--- src/rtl/snn_pkg.sv ---
// Shared definitions for the spiking-network datapath: default widths,
// saturation bounds and the accumulator state encoding.
package snn_pkg;

  localparam int V_SIZE_DEF = 4;

  typedef enum logic [1:0] {IDLE, ACCUM, DONE} state_e;

  function automatic int sat_max(input int v);
    return (1 << (v - 1)) - 1;
  endfunction

  function automatic int sat_min(input int v);
    return -(1 << (v - 1));
  endfunction

endpackage

--- src/rtl/sat_adder.sv ---
// Combinational signed saturating adder. Overflow is possible only when both
// operands share a sign and the wrapped result flips it.
module sat_adder
  import snn_pkg::*;
#(
  parameter int V_SIZE = V_SIZE_DEF
) (
  input  logic signed [V_SIZE-1:0] a,
  input  logic signed [V_SIZE-1:0] b,
  output logic signed [V_SIZE-1:0] y
);

  localparam logic signed [V_SIZE-1:0] SMAX = V_SIZE'(sat_max(V_SIZE));
  localparam logic signed [V_SIZE-1:0] SMIN = V_SIZE'(sat_min(V_SIZE));

  logic signed [V_SIZE-1:0] raw;
  logic                     ovf;

  always_comb begin
    raw = a + b;
    ovf = (a[V_SIZE-1] == b[V_SIZE-1]) && (raw[V_SIZE-1] != a[V_SIZE-1]);
    y   = raw;
    if (ovf) y = a[V_SIZE-1] ? SMIN : SMAX;
  end

endmodule

--- src/rtl/synapse_accumulator.sv ---
// Serial presynaptic integrator: latches a spike vector, walks it one synapse
// per cycle adding gated weights with saturation, then offers the sum.
module synapse_accumulator
  import snn_pkg::*;
#(
  parameter int N_IN   = 8,
  parameter int V_SIZE = V_SIZE_DEF
) (
  input  logic                     clk,
  input  logic                     rst,
  input  logic [N_IN*V_SIZE-1:0]   weights,
  input  logic [N_IN-1:0]          spike_vec,
  input  logic                     in_valid,
  output logic                     in_ready,
  output logic signed [V_SIZE-1:0] sum_out,
  output logic                     out_valid,
  input  logic                     out_ready
);

  localparam int IDX_W = $clog2(N_IN);
  localparam logic [IDX_W-1:0] LAST = IDX_W'(N_IN - 1);

  state_e                   state_q, state_d;
  logic [IDX_W-1:0]         idx_q, idx_d;
  logic signed [V_SIZE-1:0] acc_q, acc_d;
  logic signed [V_SIZE-1:0] sum_q, sum_d;
  logic [N_IN-1:0]          spk_q, spk_d;

  logic signed [V_SIZE-1:0] w_arr [N_IN];
  logic signed [V_SIZE-1:0] acc_sum;
  logic signed [V_SIZE-1:0] acc_next;

  for (genvar g = 0; g < N_IN; g++) begin : g_w
    assign w_arr[g] = weights[g*V_SIZE +: V_SIZE];
  end

  sat_adder #(.V_SIZE(V_SIZE)) u_add (
    .a (acc_q),
    .b (w_arr[idx_q]),
    .y (acc_sum)
  );

  always_comb begin
    state_d  = state_q;
    idx_d    = idx_q;
    acc_d    = acc_q;
    sum_d    = sum_q;
    spk_d    = spk_q;
    acc_next = spk_q[idx_q] ? acc_sum : acc_q;
    case (state_q)
      IDLE: begin
        if (in_valid) begin
          spk_d   = spike_vec;
          acc_d   = '0;
          idx_d   = '0;
          state_d = ACCUM;
        end
      end
      ACCUM: begin
        acc_d = acc_next;
        idx_d = idx_q + 1'b1;
        // Publish on the last synapse so sum_out holds the result through IDLE.
        if (idx_q == LAST) begin
          idx_d   = '0;
          sum_d   = acc_next;
          state_d = DONE;
        end
      end
      DONE: begin
        if (out_ready) state_d = IDLE;
      end
      default: state_d = IDLE;
    endcase
  end

  always_ff @(posedge clk or posedge rst) begin
    if (rst) begin
      state_q <= IDLE;
      idx_q   <= '0;
      acc_q   <= '0;
      sum_q   <= '0;
      spk_q   <= '0;
    end else begin
      state_q <= state_d;
      idx_q   <= idx_d;
      acc_q   <= acc_d;
      sum_q   <= sum_d;
      spk_q   <= spk_d;
    end
  end

  assign in_ready  = (state_q == IDLE) && !rst;
  assign out_valid = (state_q == DONE);
  assign sum_out   = sum_q;

endmodule

--- config.mk ---
export PLATFORM = sky130hd
export DESIGN_NAME = synapse_accumulator
export DESIGN_NICKNAME = d
export VERILOG_FILES = /design/src/rtl/snn_pkg.sv /design/src/rtl/sat_adder.sv /design/src/rtl/synapse_accumulator.sv
export SDC_FILE = /design/constraint.sdc
export NUM_CORES = 1
export LEC_CHECK = 0
export ABC_CLOCK_PERIOD_IN_PS = 3690
export CAP_MARGIN = 5
export CORE_UTILIZATION = 44
export DETAILED_ROUTE_END_ITERATION = 10
export HOLD_SLACK_MARGIN = 0.02
export PLACE_DENSITY = 0.89
export RECOVER_POWER = 100
export SYNTH_ARGS = -nofsm -noshare
export SYNTH_HDL_FRONTEND = slang
export SYNTH_SLANG_ARGS = --single-unit
--- constraint.sdc ---
create_clock -name clk -period 3.69 [get_ports clk]
set_input_delay 0.738 -clock clk [delete_from_list [all_inputs] [get_ports clk]]
set_output_delay 0.738 -clock clk [all_outputs]
set_load 0.05 [all_outputs]
==> results of run 1 <==
-- routing by layer --
layer	global-route usage [%]	share of wire, %	vias up	wire length, um
met5	0	0	-	0
met4	8.844	1.7	0	57
met3	2.455	8.4	5	286
met2	38.59	48	76	1634
met1	26.72	42	589	1424
li1	-	-	570	-
-- stage by stage --
stage	utilization [%]	area, um2	instances
6_report	63.60	1926	219
5_1_grt	63.60	1926	219
4_1_cts	63.84	1933	219
3_5_place_dp	62.98	1907	215
3_3_place_gp	62.98	1907	215
2_1_floorplan	-	1388	126
-- where the power goes --
group / total, mW / internal, mW / switching, mW
Clock: 0.112 / 0.0422 / 0.0695
Combinational: 1.10 / 0.499 / 0.603
Sequential: 0.483 / 0.348 / 0.134
-- worst max-delay path, delay by kind of cell --
| kind | cells | cell delay, ns |
|---|---|---|
| muxes | 2 | 0.81 |
| and+or+nand+nor | 1 | 0.29 |
| buffers and inverters | 2 | 0.72 |
| AOI/OAI and AO/OA | 4 | 0.62 |
| adders and majority gates | 1 | 0.28 |
-- kinds of logic (layout without fill, tap and decap cells) --
family,after synthesis,count (layout)
buffers and inverters,10,59
AO/OA/AOI/OAI,22,22
flip-flops,21,21
XOR/XNOR,1,1
AND/OR/NAND/NOR,41,41
multiplexers,25,25
adder cells (fa/ha/maj),6,6
-- state kept, by name, indices dropped and copies added, names as in the netlist --
signal	count
acc_q	4
idx_q	3
spk_q	8
state_q	2
sum_out	4
-- placed cells by master (no fill, tap or decap) --
cell,n
nand3_1,5
mux4_2,6
mux2_2,10
o31ai_1,4
inv_1,4
ha_1,5
dlygate4sd3_1,8
xnor2_1,1
a41oi_1,3
nand2_1,15
nand2b_1,2
and3_1,1
o21ai_0,4
nand4b_1,1
a41o_1,1
and2_1,1
clkbuf_4,3
a21oi_1,4
clkbuf_1,3
nor4_1,3
a32oi_1,1
nor3_1,4
a22oi_1,1
clkdlybuf4s50_1,41
fa_1,1
dfrtp_1,21
nor2_1,5
nor2b_1,2
nand3b_1,1
mux2i_1,8
and2b_1,1
a22oi_2,2
a21o_1,1
a211oi_4,1
mux2_1,1
-- area by class of cell --
type / count / area (um2)
Tap cell: 44 / 55.05
Multi-Input combinational cell: 95 / 805.8
Inverter: 4 / 15.01
Clock buffer: 4 / 26.28
Timing Repair Buffer: 51 / 498.0
Sequential cell: 21 / 525.5
Fill cell: 246 / 1102
-- final timing paths --
path | from | endpoint | slack (ns) | depth (start not counted)
worst max-delay path | weights[25] | sum_out[0] | 0.44 | 10
worst min-delay path | sum_out[2] | sum_out[2] | 0.48 | 2
worst max register to register | idx_q[0] | sum_out[0] | 0.49 | 9
worst min register to register | sum_out[2] | sum_out[2] | 0.48 | 2
max in group asynchronous | rst | acc_q[2] | 2.14 | 2
min in group asynchronous | rst | spk_q[4] | 1.05 | 2
==> flow_summary.ini, run 1 <==
[run_status]
outcome = completed

[logic_synthesis]
synthDominantCellAreaShare_pct = 37.87
netlist_instances = 126
async_flop_share_pct = 100.0
ys_ff_latch = 21
synth_flop_cell = dfrtp_1
synth_top_family_by_area = multiplexers
synthTopCellsByArea = dfrtp_1 (38%), mux4_2 (9.7%), mux2_2 (8.9%), mux2i_1 (5.8%), ha_1 (4.5%)
synth_compound_area_share_pct = 12.62
syn_area_um2 = 1388
synthTopCellsByCount = dfrtp_1 (21), nand2_1 (15), mux2_2 (11)
synth_cell_types = 33
synthMuxAreaShare_pct = 24.44
synth-simple-area-share_pct = 14.43
ys_seq_area_share_pct = 37.87
synth-edff-count = 0
synth_nets = 176
synth_top_area_cell = dfrtp_1
avgSynthCellArea_um2 = 11.01
yosysMostFrequentCell = dfrtp_1
synth_fa_ha_area_share_pct = 5.951
synth_xor_area_share_pct = 0.6312
synth_warnings = 0

[power_and_ir_drop]
p_leak_nw = 0.8106
power.density_nw_per_um2 = 881.0
power_mw = 1.696
ir_worst_vdd_uv = 431.7

[die]
initial_utilization_pct = 45.83
dieWidth_um = 58.16
ios = 50
fp.dieH_um = 58.16
dieArea_um2 = 3382
coreArea_um2 = 3028
fp-row-count = 20

[timing]
setup_violations = 0
rsz0062_at_grt = no
fin_ws_ns = 0.4379
fin_setup_tns_ns = 0
hold_viol = 0
period_share_pct = 88.13
skew_ns = 0.0009774
relSlewSlack_pct = 45.34
whs_ns = 0.4799
max_slew.worst_pin.slew_ns = 0.8189
final_max_slew_viol_count = 0
fmax_mhz = 307.5
post-route-min-period_ns = 3.252

[cts]
path_clk_slew_ns = 0.11
numCtsBuffers = 3
clockBufferDepth = 2
clock_latency_ns = 0.30
cts.hold.buffers_added = 0
cts_resized = 0
post-cts-setup-buffer-count = 0
cts_tree = built
root_buffer = clkbuf_4
clock_sinks = 21
h-tree-depth = 1

[drt]
wire_per_inst_um = 15.54
first_pass_iters = 4
ant_nets = 0
drc_errors = 0
wl_um = 3403
num_vias = 1240
drt_iter0_drc = 50
viasPerCell = 5.662

[worst_setup_path]
critPathRequiredTime_ns = 3.88
critPathArrivalTime_ns = 3.44
crit_path_start_kind = input pin
crit_type = in2reg
cp_slowest_cell = mux4_2
crit_path_max_fanout = 6
critPathMaxStageDelay_ns = 0.46
cp-end-kind = flip-flop
crit_path_cell_trace = clkdlybuf4s50_1 > mux4_2 > mux2_1 > ha_1 > a21o_1 > a21oi_1 > clkbuf_1 > a41oi_1 > nor3_1 > o31ai_1

[min_path]
hold_path_class = reg2reg

[place]
gp_congestion = 0.8850
dp_slack_ns = 0.3277
port_buffers = 49
post-dp-hpwl_um = 2612

[layout]
drive_above_1_share_pct = 12.57
diodes = 0
syn2layout_area_growth_pct = 38.77
nets = 226

[global_routing]
grt_pass1_wl_um = 5671
grt_use_total_pct = 21.71
grt_pass1_vias = 1303
grt-ovfl-total = 0
grt_antenna_before_repair = 0
grt_max_degree = 22

[flow_run]
drv_cap = 0
No activity file was read; power rests on OpenSTA's default activity.
==> run 2: changes to the inputs <==
- ABC_CLOCK_PERIOD_IN_PS: 3690 -> 3900
- CORE_UTILIZATION: 44 -> 48
- PLACE_DENSITY: 0.89 -> 0.95
- clock period: 3.69 -> 3.9 ns (I/O delays scaled with it)
==> run 2 against run 1 <==
  * Combinational power fell by 7%
  * Non-clock buffer count shrank 1
  * Sequential power shrank 7.0%
  * Cell area shrank 0.97%
  * Critical path type unchanged
  * Critical endpoint is now acc_q[0]
  * Largest cell class unchanged
  * Largest power group unchanged
==> flow_summary.ini, run 2 (same netlist as run 1, synthesis figures left out) <==
[layout]
drive_above_1_share_pct = 13.22
syn2layout_area_growth_pct = 37.42
largest-register = spk_q
final_common_cell = clkdlybuf4s50_1
nets = 225
final_cell_mix = clkdlybuf4s50_1 (40), dfrtp_1 (21), nand2_1 (15)
n_fill_cell = 238
largest_reg_flops = 8
utilization_pct = 69.15
diodes = 0

[die]
ios = 50
coreArea_um2 = 2758
fp.dieH_um = 55.77
dieWidth_um = 55.77
fp-row-count = 19
initial_utilization_pct = 50.32
dieArea_um2 = 3110

[worst_setup_path]
critPathRequiredTime_ns = 4.10
critPathMaxStageDelay_ns = 0.54
reg2reg_slack_ns = 0.87
worstReg2RegEnd = acc_q[0]
crit_path_cell_trace = dlygate4sd3_1 > mux4_2 > mux2_1 > ha_1 > a21o_1 > a21oi_1 > a41oi_1 > nor4_1 > a21oi_1
worst-path-buf-inv = 1
crit_path_frequent_cell = a21oi_1
crit_path_start_kind = input pin
rr_worst_depth = 8
cp_slowest_cell = dlygate4sd3_1
critPathArrivalTime_ns = 3.60
crit_type = in2reg
crit_path_max_fanout = 6
cp-end-kind = flip-flop
reg2reg_from = idx_q[0]
worstSetupPathDepth = 9
crit_family = compound AO/OA/AOI/OAI gates

[power_and_ir_drop]
power_mw = 1.572
power.density_nw_per_um2 = 824.4
ir_worst_vdd_uv = 728.7
clockPowerShare_pct = 6.6
p_leak_nw = 0.8125
p_sw_share_pct = 46.84
p_seq_share_pct = 28.5
net-switching-power_uw = 736.2
pwr-share-comb_pct = 64.9
internal_power_uw = 835.7

[place]
port_buffers = 49
dp_slack_ns = 0.3643
gp_congestion = 0.8932
post-dp-hpwl_um = 2605

[cts]
cts.hold.buffers_added = 0
post-cts-setup-buffer-count = 0
clockBufferDepth = 2
path_clk_slew_ns = 0.12
cts_tree = built
cts_resized = 0
h-tree-depth = 1
numCtsBuffers = 3
root_buffer = clkbuf_4
clock_sinks = 21
clock_latency_ns = 0.30

[global_routing]
grt_use_total_pct = 22.80
grt_pass1_vias = 1270
grt_max_degree = 22
grt-ovfl-total = 0
grt_pass1_wl_um = 5582
grt_antenna_before_repair = 0

[timing]
final_max_slew_viol_count = 0
hold_viol = 0
fin_setup_tns_ns = 0
skew_ns = 0.01230
max_slew.worst_pin.slew_ns = 0.7829
setup_violations = 0
rsz0062_at_grt = no
fmax_mhz = 294.4
post-route-min-period_ns = 3.397
period_share_pct = 87.10
relSlewSlack_pct = 47.75
fin_ws_ns = 0.5033

[run_status]
outcome = completed

[drt]
num_vias = 1221
drt_iter0_drc = 30
ant_nets = 0
drc_errors = 0
viasPerCell = 5.956
first_pass_iters = 4
wl_um = 3255
wire_per_inst_um = 15.88

[min_path]
hold_path_class = reg2reg
hold_path_end = sum_out[3]
hold_path.startpoint = sum_out[3]
hold_depth = 2

[flow_run]
drv_cap = 0
==> run 2: changes by cell type in the layout (fill, tap and decap cells not counted), sizes merged <==
cell,delta
clkinv,+1
dlygate4sd3,+1
clkdlybuf4s50,-1
clkbuf,-2
==> run 2: power groups by stage <==
stage / Combinational [mW] / Clock (mW) / Sequential [mW]
5_1_grt: 1.11 / 0.118 / 0.469
4_1_cts: 1.04 / 0.107 / 0.450
3_3_place_gp: 0.993 / 0 / 0.445
2_1_floorplan: 0.777 / 0 / 0.472
3_5_place_dp: 1.03 / 0 / 0.456
6_report: 1.02 / 0.103 / 0.449
==> run 2: metal layers <==
| layer | share of wire (%) | routed length, um | vias to the layer above | global-route usage (%) |
|---|---|---|---|---|
| li1 | - | - | 571 | - |
| met1 | 42 | 1379 | 602 | 27.12 |
| met2 | 52 | 1684 | 44 | 40.79 |
| met3 | 4.8 | 157 | 4 | 3.256 |
| met4 | 1.0 | 33 | 0 | 10.00 |
| met5 | 0 | 0 | - | 0 |
==> run 2: metrics by stage <==
stage,cells,hold slack (ns),instance area [um2]
after global routing,205,0.5352,1907
final,205,0.4893,1907
after floorplan,126,0.4787,1388
after detailed placement,201,0.4697,1883
after CTS,205,0.4986,1911
after global placement,201,0.4633,1883
==> run 2: layout make-up <==
cell class                      instances  area (um2)  area share (%)
Timing Repair Buffer                   50       494.2           25.92
Tap cell                               31       38.79           2.034
Multi-Input combinational cell         95       805.8           42.26
Sequential cell                        21       525.5           27.56
Inverter                                4       15.01          0.7874
Clock inverter                          1       5.005          0.2625
Clock buffer                            3       22.52           1.181
==> run 2: tightest hold or removal path, delay by kind of cell, from the launching register on <==
kind / cells / cell delay, ns
AO/OA/AOI/OAI: 1 / 0.06
flip-flops: 1 / 0.36
AND/OR/NAND/NOR: 1 / 0.04
==> run 2: worst max-delay path by stage <==
stage	start	endpoint	slack [ns]
after detailed placement	weights[13]	acc_q[0]	0.36
after CTS	weights[13]	acc_q[0]	0.70
after global placement	weights[13]	acc_q[0]	0.44
final	weights[29]	acc_q[0]	0.50
after global routing	weights[29]	acc_q[0]	0.40
after floorplan	weights[29]	acc_q[0]	0.95
==> run 3: changes to the inputs <==
- SKIP_LAST_GASP: not set -> 1
==> results of run 3 <==
Final layout, timing and power as in run 2 (identical DEF).
